[src/rtl/ysyx_23060096_defs.sv]
// Shared definitions for the NPC instruction fetch unit.
//   fetch_state_e    : IFU fetch FSM encoding
//   RESET_PC_DEFAULT : PC loaded on reset unless overridden
//   INST_NOP         : canonical addi x0,x0,0
package ysyx_23060096_defs;

  typedef enum logic [1:0] {
    S_IDLE = 2'd0,
    S_REQ  = 2'd1,
    S_RESP = 2'd2,
    S_OUT  = 2'd3
  } fetch_state_e;

  localparam logic [31:0] RESET_PC_DEFAULT = 32'h8000_0000;
  localparam logic [31:0] INST_NOP         = 32'h0000_0013;

endpackage

[src/rtl/ysyx_23060096_pc_reg.sv]
// Program counter register.
//   clk, rst     : clock, synchronous active-high reset (loads RESET_PC)
//   redirect_en  : load redirect_pc with the low two bits cleared (wins)
//   redirect_pc  : redirect target
//   inc_en       : advance by 4, wrapping modulo 2^XLEN
//   pc           : current PC
module ysyx_23060096_pc_reg
  import ysyx_23060096_defs::*;
#(
  parameter int              XLEN     = 32,
  parameter logic [XLEN-1:0] RESET_PC = RESET_PC_DEFAULT
) (
  input  logic            clk,
  input  logic            rst,
  input  logic            redirect_en,
  input  logic [XLEN-1:0] redirect_pc,
  input  logic            inc_en,
  output logic [XLEN-1:0] pc
);

  logic [XLEN-1:0] pc_q, pc_d;

  always_comb begin
    pc_d = pc_q;
    if (redirect_en)  pc_d = redirect_pc & ~XLEN'(3);
    else if (inc_en)  pc_d = pc_q + XLEN'(4);
  end

  always_ff @(posedge clk) begin
    if (rst) pc_q <= RESET_PC;
    else     pc_q <= pc_d;
  end

  assign pc = pc_q;

endmodule

[src/rtl/ysyx_23060096_ifu.sv]
// Instruction fetch unit: owns the PC, issues one outstanding read to
// instruction memory at a time and hands the word plus its PC to decode.
//   imem_req_*     : request channel (valid/ready, word-aligned address)
//   imem_rsp_*     : response channel (data, access-fault flag)
//   inst_*         : decode channel (valid/ready, word, PC, fault)
//   redirect_*     : next-PC override from execute, wins over everything
// Optional macro YSYX_23060096_IFU_PERF_EN adds perf_fetch_cnt and
// perf_stall_cnt (64-bit, wrapping).
module ysyx_23060096_ifu
  import ysyx_23060096_defs::*;
#(
  parameter int          XLEN     = 32,
  parameter logic [31:0] RESET_PC = RESET_PC_DEFAULT
) (
  input  logic            clk,
  input  logic            rst,
  output logic            imem_req_valid,
  input  logic            imem_req_ready,
  output logic [XLEN-1:0] imem_req_addr,
  input  logic            imem_rsp_valid,
  input  logic [XLEN-1:0] imem_rsp_data,
  input  logic            imem_rsp_err,
  output logic            inst_valid,
  input  logic            inst_ready,
  output logic [XLEN-1:0] inst,
  output logic [XLEN-1:0] inst_pc,
  output logic            inst_fault,
  input  logic            redirect_valid,
  input  logic [XLEN-1:0] redirect_pc
`ifdef YSYX_23060096_IFU_PERF_EN
  ,
  output logic [63:0]     perf_fetch_cnt,
  output logic [63:0]     perf_stall_cnt
`endif
);

  fetch_state_e    state_q, state_d;
  logic            kill_q, kill_d;
  logic [XLEN-1:0] hold_addr_q, hold_addr_d;
  logic [XLEN-1:0] inst_q, inst_d;
  logic [XLEN-1:0] inst_pc_q, inst_pc_d;
  logic            fault_q, fault_d;
  logic [XLEN-1:0] pc;
  logic            redir;
  logic            xfer;

  // Redirects are ignored only during the post-reset idle cycle.
  assign redir = redirect_valid & (state_q != S_IDLE);
  assign xfer  = inst_valid & inst_ready;

  ysyx_23060096_pc_reg #(
    .XLEN     (XLEN),
    .RESET_PC (RESET_PC[XLEN-1:0])
  ) u_pc (
    .clk         (clk),
    .rst         (rst),
    .redirect_en (redir),
    .redirect_pc (redirect_pc),
    .inc_en      (xfer),
    .pc          (pc)
  );

  // State register
  always_ff @(posedge clk) begin
    if (rst) begin
      state_q     <= S_IDLE;
      kill_q      <= 1'b0;
      hold_addr_q <= '0;
      inst_q      <= '0;
      inst_pc_q   <= '0;
      fault_q     <= 1'b0;
    end else begin
      state_q     <= state_d;
      kill_q      <= kill_d;
      hold_addr_q <= hold_addr_d;
      inst_q      <= inst_d;
      inst_pc_q   <= inst_pc_d;
      fault_q     <= fault_d;
    end
  end

  // Next state
  always_comb begin
    state_d     = state_q;
    kill_d      = kill_q;
    hold_addr_d = hold_addr_q;
    inst_d      = inst_q;
    inst_pc_d   = inst_pc_q;
    fault_d     = fault_q;
    unique case (state_q)
      S_IDLE: state_d = S_REQ;
      S_REQ: begin
        // Snapshot the address while it is live so a redirect during a
        // pending request cannot move it; the killed request keeps it.
        if (!kill_q)        hold_addr_d = pc;
        if (redir)          kill_d      = 1'b1;
        if (imem_req_ready) state_d     = S_RESP;
      end
      S_RESP: begin
        if (imem_rsp_valid) begin
          if (kill_q || redir) begin
            kill_d  = 1'b0;
            state_d = S_REQ;
          end else begin
            inst_d    = imem_rsp_data;
            inst_pc_d = pc;
            fault_d   = imem_rsp_err;
            state_d   = S_OUT;
          end
        end else if (redir) begin
          kill_d = 1'b1;
        end
      end
      S_OUT: if (redir || inst_ready) state_d = S_REQ;
      default: state_d = S_IDLE;
    endcase
  end

  // Outputs
  always_comb begin
    imem_req_valid = (state_q == S_REQ);
    imem_req_addr  = (state_q == S_REQ && kill_q) ? hold_addr_q : pc;
    inst_valid     = (state_q == S_OUT) && !redirect_valid;
  end

  assign inst       = inst_q;
  assign inst_pc    = inst_pc_q;
  assign inst_fault = fault_q;

`ifdef YSYX_23060096_IFU_PERF_EN
  logic [63:0] fetch_cnt_q, fetch_cnt_d;
  logic [63:0] stall_cnt_q, stall_cnt_d;
  logic        stall;

  assign stall = (state_q == S_REQ) || (state_q == S_RESP) ||
                 ((state_q == S_OUT) && !inst_ready);

  always_comb begin
    fetch_cnt_d = fetch_cnt_q + {63'd0, xfer};
    stall_cnt_d = stall_cnt_q + {63'd0, stall};
  end

  always_ff @(posedge clk) begin
    if (rst) begin
      fetch_cnt_q <= '0;
      stall_cnt_q <= '0;
    end else begin
      fetch_cnt_q <= fetch_cnt_d;
      stall_cnt_q <= stall_cnt_d;
    end
  end

  assign perf_fetch_cnt = fetch_cnt_q;
  assign perf_stall_cnt = stall_cnt_q;
`endif

endmodule

[config.mk]
export PLATFORM = sky130hd
export DESIGN_NAME = ysyx_23060096_ifu
export DESIGN_NICKNAME = d
export VERILOG_FILES = /design/src/rtl/ysyx_23060096_defs.sv /design/src/rtl/ysyx_23060096_pc_reg.sv /design/src/rtl/ysyx_23060096_ifu.sv
export SDC_FILE = /design/constraint.sdc
export NUM_CORES = 1
export LEC_CHECK = 0
export ABC_AREA = 1
export BUFFER_PORTS_ARGS = -buffer_cell sky130_fd_sc_hd__clkbuf_2
export CORE_AREA = 2 2 79 157
export CTS_CLUSTER_SIZE = 24
export DETAILED_ROUTE_END_ITERATION = 8
export DIE_AREA = 0 0 81 159
export GPL_TIMING_DRIVEN = 0
export PLACE_DENSITY = 0.89
export SYNTH_ARGS = -nofsm -noshare
export SYNTH_HDL_FRONTEND = slang
export SYNTH_HIERARCHICAL = 1
export SYNTH_SLANG_ARGS = --single-unit
export TNS_END_PERCENT = 100
[constraint.sdc]
create_clock -name clk -period 2.45 [get_ports clk]
set_clock_uncertainty 0.2 [all_clocks]
set_input_delay 0.1225 -clock clk [delete_from_list [all_inputs] [get_ports clk]]
set_output_delay 0.1225 -clock clk [all_outputs]
set_load 0.005 [all_outputs]
Word level (Yosys, flattened, before mapping)
Index checks and enable logic that the tools add are counted.
{ "word_totals": {"out_inout_bits": 99, "reg_bits": 132, "in_bits": 71} }
{ "classes": {"addsub": 1, "reduce_logical": 14, "n_eq_ne": 7, "bitwise_logic": 4, "muxes": 12} }
{ "ops": {"columns": ["cell", "count"], "rows": [
  ["two-way mux 32 bit", 3],
  ["adder 32 x 3 -> 32 bit (second input constant)", 1],
  ["two-way mux 2 bit", 4],
  ["one-hot mux 2 bit (4 select lines)", 1],
  ["AND reduction 3 bit", 2],
  ["nonzero test 2 bit", 3],
  ["equality test 2 bit (second input constant)", 2],
  ["inequality test 2 bit (second input constant)", 2],
  ["AND reduction 2 bit", 2],
  ["two-way mux 1 bit", 3],
  ["inequality test 3 bit (second input constant)", 1],
  ["bitwise AND 1 bit", 2],
  ["equality test 2 x 1 -> 1 bit (second input constant)", 1],
  ["logical AND 1 bit", 2],
  ["zero test 2 bit", 1],
  ["logical OR 1 bit", 2],
  ["inequality test 2 x 1 -> 1 bit (second input constant)", 1],
  ["inverter 1 bit", 2],
  ["one-hot mux 1 bit (2 select lines)", 1],
  ["OR reduction 2 bit", 1],
  ["zero test 1 bit", 1]
]} }

Depth between registers and ports, before layout
Gate-level depths: netlist (run 1).
{ "depth": {"word_depth": 6, "mapped_depth": 10} }

By module
The synthesis (run 1) kept the hierarchy.
{ "modules_own_cells": {"columns": ["module", "cells_each", "instances", "area_per_inst_um2", "seq_area_each_um2"], "rows": [
  ["ysyx_23060096_ifu", 541, 1, 3962.6, 2001.9],
  ["ysyx_23060096_pc_reg", 319, 1, 2037.0, 600.6]
]} }

Worst setup path after synthesis (run 1)
No wires, ideal clock.
{ "synth_timing": {"kind": "reg-to-reg", "startpoint": "register state_q[0]", "endpoint": "register u_pc.pc_q[18], in the netlist u_pc/pc[18]", "setup_ns": 0.132, "stages_incl_launch_ff": 10, "n_path_buf": 3, "path_slack_ns": 0.561, "arrival_time_ns": 1.556, "t_required_ns": 2.118, "path_cell_list": "dfxtp_1 inv_1 ha_1 nor2_1 buf_2 nor2_1 buf_2 buf_2 a22oi_1 a21oi_1"} }
{ "synth_lines": {"columns": ["item", "line_no", "text"], "rows": [
  ["start: declaration", "ysyx_23060096_ifu.sv:37", "fetch_state_e state_q, state_d;"],
  ["start signal: assignment", "ysyx_23060096_ifu.sv:73", "state_q <= state_d;"],
  ["nonzero test 2 bit (*)", "ysyx_23060096_ifu.sv:48", "assign redir = redirect_valid & (state_q != S_IDLE);"],
  ["bitwise AND 1 bit (*)", "ysyx_23060096_ifu.sv:48", null],
  ["via redir", "ysyx_23060096_ifu.sv:44", "logic redir;"],
  ["two-way mux 32 bit or nonzero test 2 bit (tied branches)", null, null],
  ["end signal: assignment", "ysyx_23060096_pc_reg.sv:31", "else pc_q <= pc_d;"],
  ["end: declaration", "ysyx_23060096_pc_reg.sv:21", "logic [XLEN-1:0] pc_q, pc_d;"]
]} }
Mark *: on every way through the listed nets, which the timed path passes. The rest lies on a longest branch.
A chain may end at the register's enable or synchronous reset.

Worst setup path after layout (run 1)
{ "layout_timing": {"startpoint": "register state_q[1]", "endpoint": "output port imem_req_addr[13]"} }
{ "layout_between": {"elab_chain_cells": 3} }
{ "layout_lines": {"columns": ["item", "line_no", "text"], "rows": [
  ["equality test 2 x 1 -> 1 bit", "ysyx_23060096_ifu.sv:122", "imem_req_addr = (state_q == S_REQ && kill_q) ? hold_addr_q : pc;"],
  ["logical AND 1 bit", "ysyx_23060096_ifu.sv:122", null],
  ["two-way mux 32 bit", "ysyx_23060096_ifu.sv:122", null],
  ["end: declaration", "ysyx_23060096_ifu.sv:19", "output logic [XLEN-1:0] imem_req_addr,"]
]} }
Every way passes these cells.

==> results of run 1 <==
[kinds of logic (layout without fill, tap and decap cells)]
logic type,Yosys count,after routing,share of synthesized area (%)
AOI/OAI and AO/OA,222,222,19.79
xor gates and xnor gates,12,12,1.752
adders and majority gates,6,6,1.251
buffers and inverters,118,388,8.259
DFF,130,130,43.38
other,1,2,0.06251
and+or+nand+nor,371,371,25.51
[cell type report]
class | instances | area (um^2)
Buffer | 49 | 246.5
Clock buffer | 18 | 429.2
Clock inverter | 14 | 155.1
Fill cell | 914 | 3299
Inverter | 68 | 255.2
Multi-Input combinational cell | 613 | 2915
Sequential cell | 130 | 2603
Tap cell | 145 | 181.4
Timing Repair Buffer | 239 | 1546
[metrics by stage]
stage                     hold slack (ns)  instances  setup slack (ns)  power, mW  instance area [um^2]
after floorplan                   0.06523        861            0.5614      4.076                  6003
after global placement             0.1532       1173           0.03473      4.772                  7020
after detailed placement           0.1579       1173          0.005281      4.831                  7020
after CTS                        0.006241       1272           0.01460      7.441                  8288
after global routing              0.04606       1276          -0.01284      7.900                  8332
final                             0.02048       1276            0.1057      7.534                  8332
[registers in the layout, indices dropped and copies added, names as in the netlist]
name	cells
hold_addr_q	32
inst	32
inst_fault	1
inst_pc	32
kill_q	1
state_q	2
u_pc/pc	30
[worst max path at each step]
| stage | to | slack, ns | cells past startpoint |
|---|---|---|---|
| floorplan | u_pc/pc[18]$_SDFFE_PP0P_ | 0.56 | 9 |
| global placement | u_pc/pc[22]$_SDFFE_PP0P_ | 0.03 | 8 |
| detailed placement | u_pc/pc[9]$_SDFFE_PP0P_ | 0.005 | 8 |
| CTS | imem_req_addr[9] | 0.01 | 6 |
| global route | u_pc/pc[12]$_SDFFE_PP0P_ | -0.01 | 9 |
| finish | imem_req_addr[13] | 0.11 | 6 |
[layout by cell type (no fill, tap or decap), types with 13 or more instances in the layout]
| cell | netlist | layout |
|---|---|---|
| clkbuf_16 | 0 | 17 |
| clkbuf_1 | 28 | 23 |
| nand3_1 | 23 | 23 |
| a22oi_1 | 20 | 20 |
| nor2_1 | 76 | 75 |
| inv_1 | 66 | 66 |
| dfxtp_1 | 130 | 130 |
| nand2_1 | 248 | 247 |
| o21ai_0 | 35 | 35 |
| clkbuf_2 | 0 | 171 |
| dlygate4sd3_1 | 0 | 68 |
| a21oi_1 | 154 | 154 |
| buf_2 | 12 | 13 |
[what timing repair did]
action                                  CTS  global route
resized for setup                         4            11
hold endpoints to repair                 66             0
hold buffers                             68             0
endpoints found under the setup margin   32            46
buffers inserted                          0             4
pin swaps                                 0             1
[where the power goes]
| part | total, mW | internal (mW) | switching (mW) |
|---|---|---|---|
| clock network | 2.51 | 1.51 | 0.994 |
| registers | 2.93 | 2.53 | 0.393 |
| logic | 2.10 | 0.817 | 1.29 |
[metal layers]
metal | vias up | track usage, % | share of wire (%)
met5 | - | 0 | 0
met4 | 0 | 21.26 | 6.7
met3 | 120 | 7.029 | 7.4
met2 | 405 | 56.42 | 52
met1 | 3173 | 30.01 | 34
li1 | 3297 | - | -
[worst max-delay path, stage by stage (launching register included)]
cell,delay [ns]
dfxtp_1,0.33
inv_1,0.12
ha_1,0.29
nand2_4,0.13
clkbuf_2,0.24
a21oi_1,0.32
clkbuf_2,0.18
==> results_dict.tcl, run 1 <==
set metrics [dict create \
    finalCriticalPeriod_ns 2.344 \
    final_hold_viol_count 0 \
    hp-start "rst" \
    drive_above_1_share_pct 22.46 \
    leakage_nw 3.507 \
    finalSetupTns_ns 0 \
    slew_viol_final 0 \
    cts_made_buffers 17 \
    worst_slew_pin_slew_ns 0.6723 \
    finalCritPeriodShare_pct 95.69 \
    syn2layout_area_growth_pct 38.87 \
    synth_top_area_cell "dfxtp_1" \
    synth_area_leaders "dfxtp_1, nand2_1, a21oi_1" \
    die-area_um2 12880 \
    clock.fmax_mhz 426.6 \
    synth_common_cells "nand2_1, a21oi_1, dfxtp_1" \
    cp-startpoint "state_q[1]$_SDFFE_PP0P_" \
    synth.cell_area_um2 6000 \
    grt_max_degree 19 \
    core-area_um2 11630 \
    critPathLaunchType "flop" \
    final_util_pct 71.63 \
    tritoncts "built" \
    async_flop_share_pct 0 \
    hpwl_um 13630 \
    worstPathArrival_ns 2.02 \
    hold_depth 4 \
    grt_overflow 0 \
    drc 0 \
    relSlewSlack_pct 55.18 \
    drt-initial-drc-count 559 \
    synthFlopType "dfxtp_1" \
    timing.rr.end "u_pc/pc[30]$_SDFFE_PP0P_" \
    ys_warn_count 6 \
    wl_per_cell_um 16.21 \
    synth_edf_count 0 \
    power_density_nw_per_um2 904.3 \
    start_util_pct 51.58 \
    crit_fanout 10 \
    ant_nets 0 \
    yosysTopAreaCellShare_pct 43.38 \
    die_y_um 159 \
    antenna_found_initial 0 \
    grt_usage_pct 31.30 \
    io_buffers 167 \
    dr.pass1.iters 6 \
    clk_pin_slew_worst_paths_ns 0.06 \
    place_congestion 0.9788 \
    ios 170 \
    r2r-start "state_q[0]$_SDFFE_PP0P_" \
    clkLatencyLatePin_ns 0.42 \
    critPathKind "reg2out" \
    critPathRequiredTime_ns 2.13 \
    setup_violations 0 \
    ys_seq_area_share_pct 43.38 \
    ff2ff_path_depth 9 \
    vias 6995 \
    hold_class "in2reg" \
    cts.path.max_buffers 2 \
    status "complete, no violations" \
    antennaDiodeCount 0 \
    hold_end "hold_addr_q[5]$_SDFFE_PP0P_" \
    grt_pass1_vias 6805 \
    synth.most_common_cell "nand2_1" \
    routed_wl_um 20690 \
    vias_per_cell 5.482 \
    htreeDepth 4 \
    ys_ff_latch 130 \
    maxCapViolCount 0 \
    cts_sinks 130 \
    nets 1195 \
    synth_cells 860 \
    die_width_um 81 \
    ctsRootBufferMaster "clkbuf_16" \
    rows 56 \
    grt_pass1_wl_um 31470 \
    ir_drop_uv 616.8 \
    syn_area_per_cell_um2 6.976 \
    cp-end-kind "primary output" \
    r2r_setup_slack_ns 0.14 \
    ys_types 29 \
]
No activity file was read; power rests on OpenSTA's default activity.
==> run 2: changes to the inputs <==
- PLACE_DENSITY: 0.89 -> unset
- PLACE_DENSITY_LB_ADDON: unset -> 0.05
==> results_dict.tcl, run 2 (synthesized netlist as in run 1, its figures left out) <==
set metrics [dict create \
    clock.fmax_mhz 429.9 \
    grtUsageMet1_pct 30.09 \
    cp_slowest_cell "dfxtp_1" \
    setup_violations 0 \
    grt_most_used_layer "met2" \
    cp-end-kind "flop" \
    tritoncts "built" \
    critPathRequiredTime_ns 2.54 \
    use_met2_pct 55.41 \
    maxCapViolCount 0 \
    critPathLaunchType "flop" \
    final_hold_viol_count 0 \
    antenna_found_initial 0 \
    worstPathArrival_ns 2.41 \
    fin_ws_ns 0.1241 \
    slew_viol_final 0 \
    crit_top_cell "buf_2" \
    routed_wl_um 19430 \
    power_density_nw_per_um2 909.1 \
    cts_made_buffers 17 \
    grt_overflow 0 \
    drt-initial-drc-count 376 \
    rows 56 \
    nets 1192 \
    ir_drop_uv 737.9 \
    grt_max_degree 17 \
    die-area_um2 12880 \
    finalCritPeriodShare_pct 94.93 \
    ios 170 \
    dp_cells 1173 \
    cts.path.max_buffers 2 \
    layout_common_cells "nand2_1, clkbuf_2, a21oi_1" \
    drc 0 \
    antennaDiodeCount 0 \
    hpwl_um 13840 \
    critical_path.top_delay_family "buffers and inverters" \
    path_cells "inv_1, ha_1, nor2_2, buf_2, nor2_1, buf_2, buf_2, a22oi_1, a21oi_1" \
    cts_sinks 130 \
    grt_usage_pct 30.24 \
    rsz0062_at_grt "no" \
    fin_cells 1273 \
    start_util_pct 51.58 \
    crit_fanout 10 \
    p_total_mw 7.581 \
    ctsRootBufferMaster "clkbuf_16" \
    finalCriticalPeriod_ns 2.326 \
    wl_per_cell_um 15.26 \
    vias_per_cell 5.236 \
    status "complete, no violations" \
    htreeDepth 4 \
    leakage_nw 3.494 \
    critPathKind "reg2reg" \
    critPathBufInv 4 \
    hold_class "in2reg" \
    place_congestion 1.007 \
    layout_commonest_cell "nand2_1" \
    grt_pass1_wl_um 30180 \
    dp_worst_setup_slack_ns -0.09012 \
    dr.pass1.iters 5 \
    grt_pass1_vias 6305 \
    core-area_um2 11630 \
    grt_use_met3_pct 6.009 \
    syn2layout_area_growth_pct 39.00 \
    ant_nets 0 \
    io_buffers 167 \
    cpPeakStageDelay_ns 0.42 \
    clk_pin_slew_worst_paths_ns 0.06 \
    relSlewSlack_pct 56.58 \
    die_y_um 159 \
    worst_slew_pin_slew_ns 0.6513 \
    die_width_um 81 \
    clkLatencyLatePin_ns 0.42 \
    drive_above_1_share_pct 22.52 \
    vias 6666 \
]
[run 2: changes by cell type in the layout (fill, tap and decap cells not counted), sizes merged]
cell,change
buf,-3
inv,+1
clkinvlp,+2
bufinv,+1
clkinv,-4
[run 2: metrics by stage]
stage	area (um^2)	setup TNS [ns]	hold WS (ns)	util, %
after CTS	8318	0	0.01938	71.51
after floorplan	6003	0	0.06523	-
after global routing	8339	0	0.1030	71.70
final	8339	0	0.03488	71.70
after global placement	7020	-0.7960	0.1529	60.36
after detailed placement	7020	-0.6811	0.1592	60.36
[run 2: worst paths after layout]
| check | from | slack (ns) | endpoint | cells past startpoint |
|---|---|---|---|---|
| worst max-delay path | state_q[0]$_SDFFE_PP0P_ | 0.12 | u_pc/pc[18]$_SDFFE_PP0P_ | 9 |
| worst min register to register | inst_pc[3]$_SDFFE_PP0P_ | 0.26 | inst_pc[3]$_SDFFE_PP0P_ | 2 |
| worst min-delay path | redirect_valid | 0.03 | state_q[1]$_SDFFE_PP0P_ | 6 |
| worst max register to register | state_q[0]$_SDFFE_PP0P_ | 0.12 | u_pc/pc[18]$_SDFFE_PP0P_ | 9 |
[run 2: per-layer routing]
metal	share of wire, %	vias up
li1	-	3304
met1	35	3011
met2	53	277
met3	6.4	74
met4	5.7	0
met5	0	-
[run 2: what timing repair did]
action                                  CTS  global route
hold buffers                             68             0
endpoints found under the setup margin   42            40
gates cloned                              0             0
buffers inserted                          0             0
endpoints found under the hold margin    71             0
resized for setup                         6            13
[run 2: worst min-delay path: stages]
cell,delay [ns]
clkbuf_2,0.11
nand2_1,0.13
nand2_1,0.07
nand2_1,0.06
a21oi_1,0.05
nor2_1,0.07
[run 2: final cells by class]
class	instances	area, um^2
multi-input cells	613	2923
repair buffers	235	1516
fillers	992	3292
plain buffers	50	252.7
well taps	145	181.4
inverters	68	255.2
clock buffers	18	429.2
clock inverters	14	178.9
flip-flops and latches	130	2603
[run 2: power by group]
part	leakage, nW	switching [mW]	total, mW	internal [mW]
sequential	1.06	0.389	2.92	2.53
clock	0.288	1.00	2.62	1.62
combinational	2.15	1.24	2.04	0.807
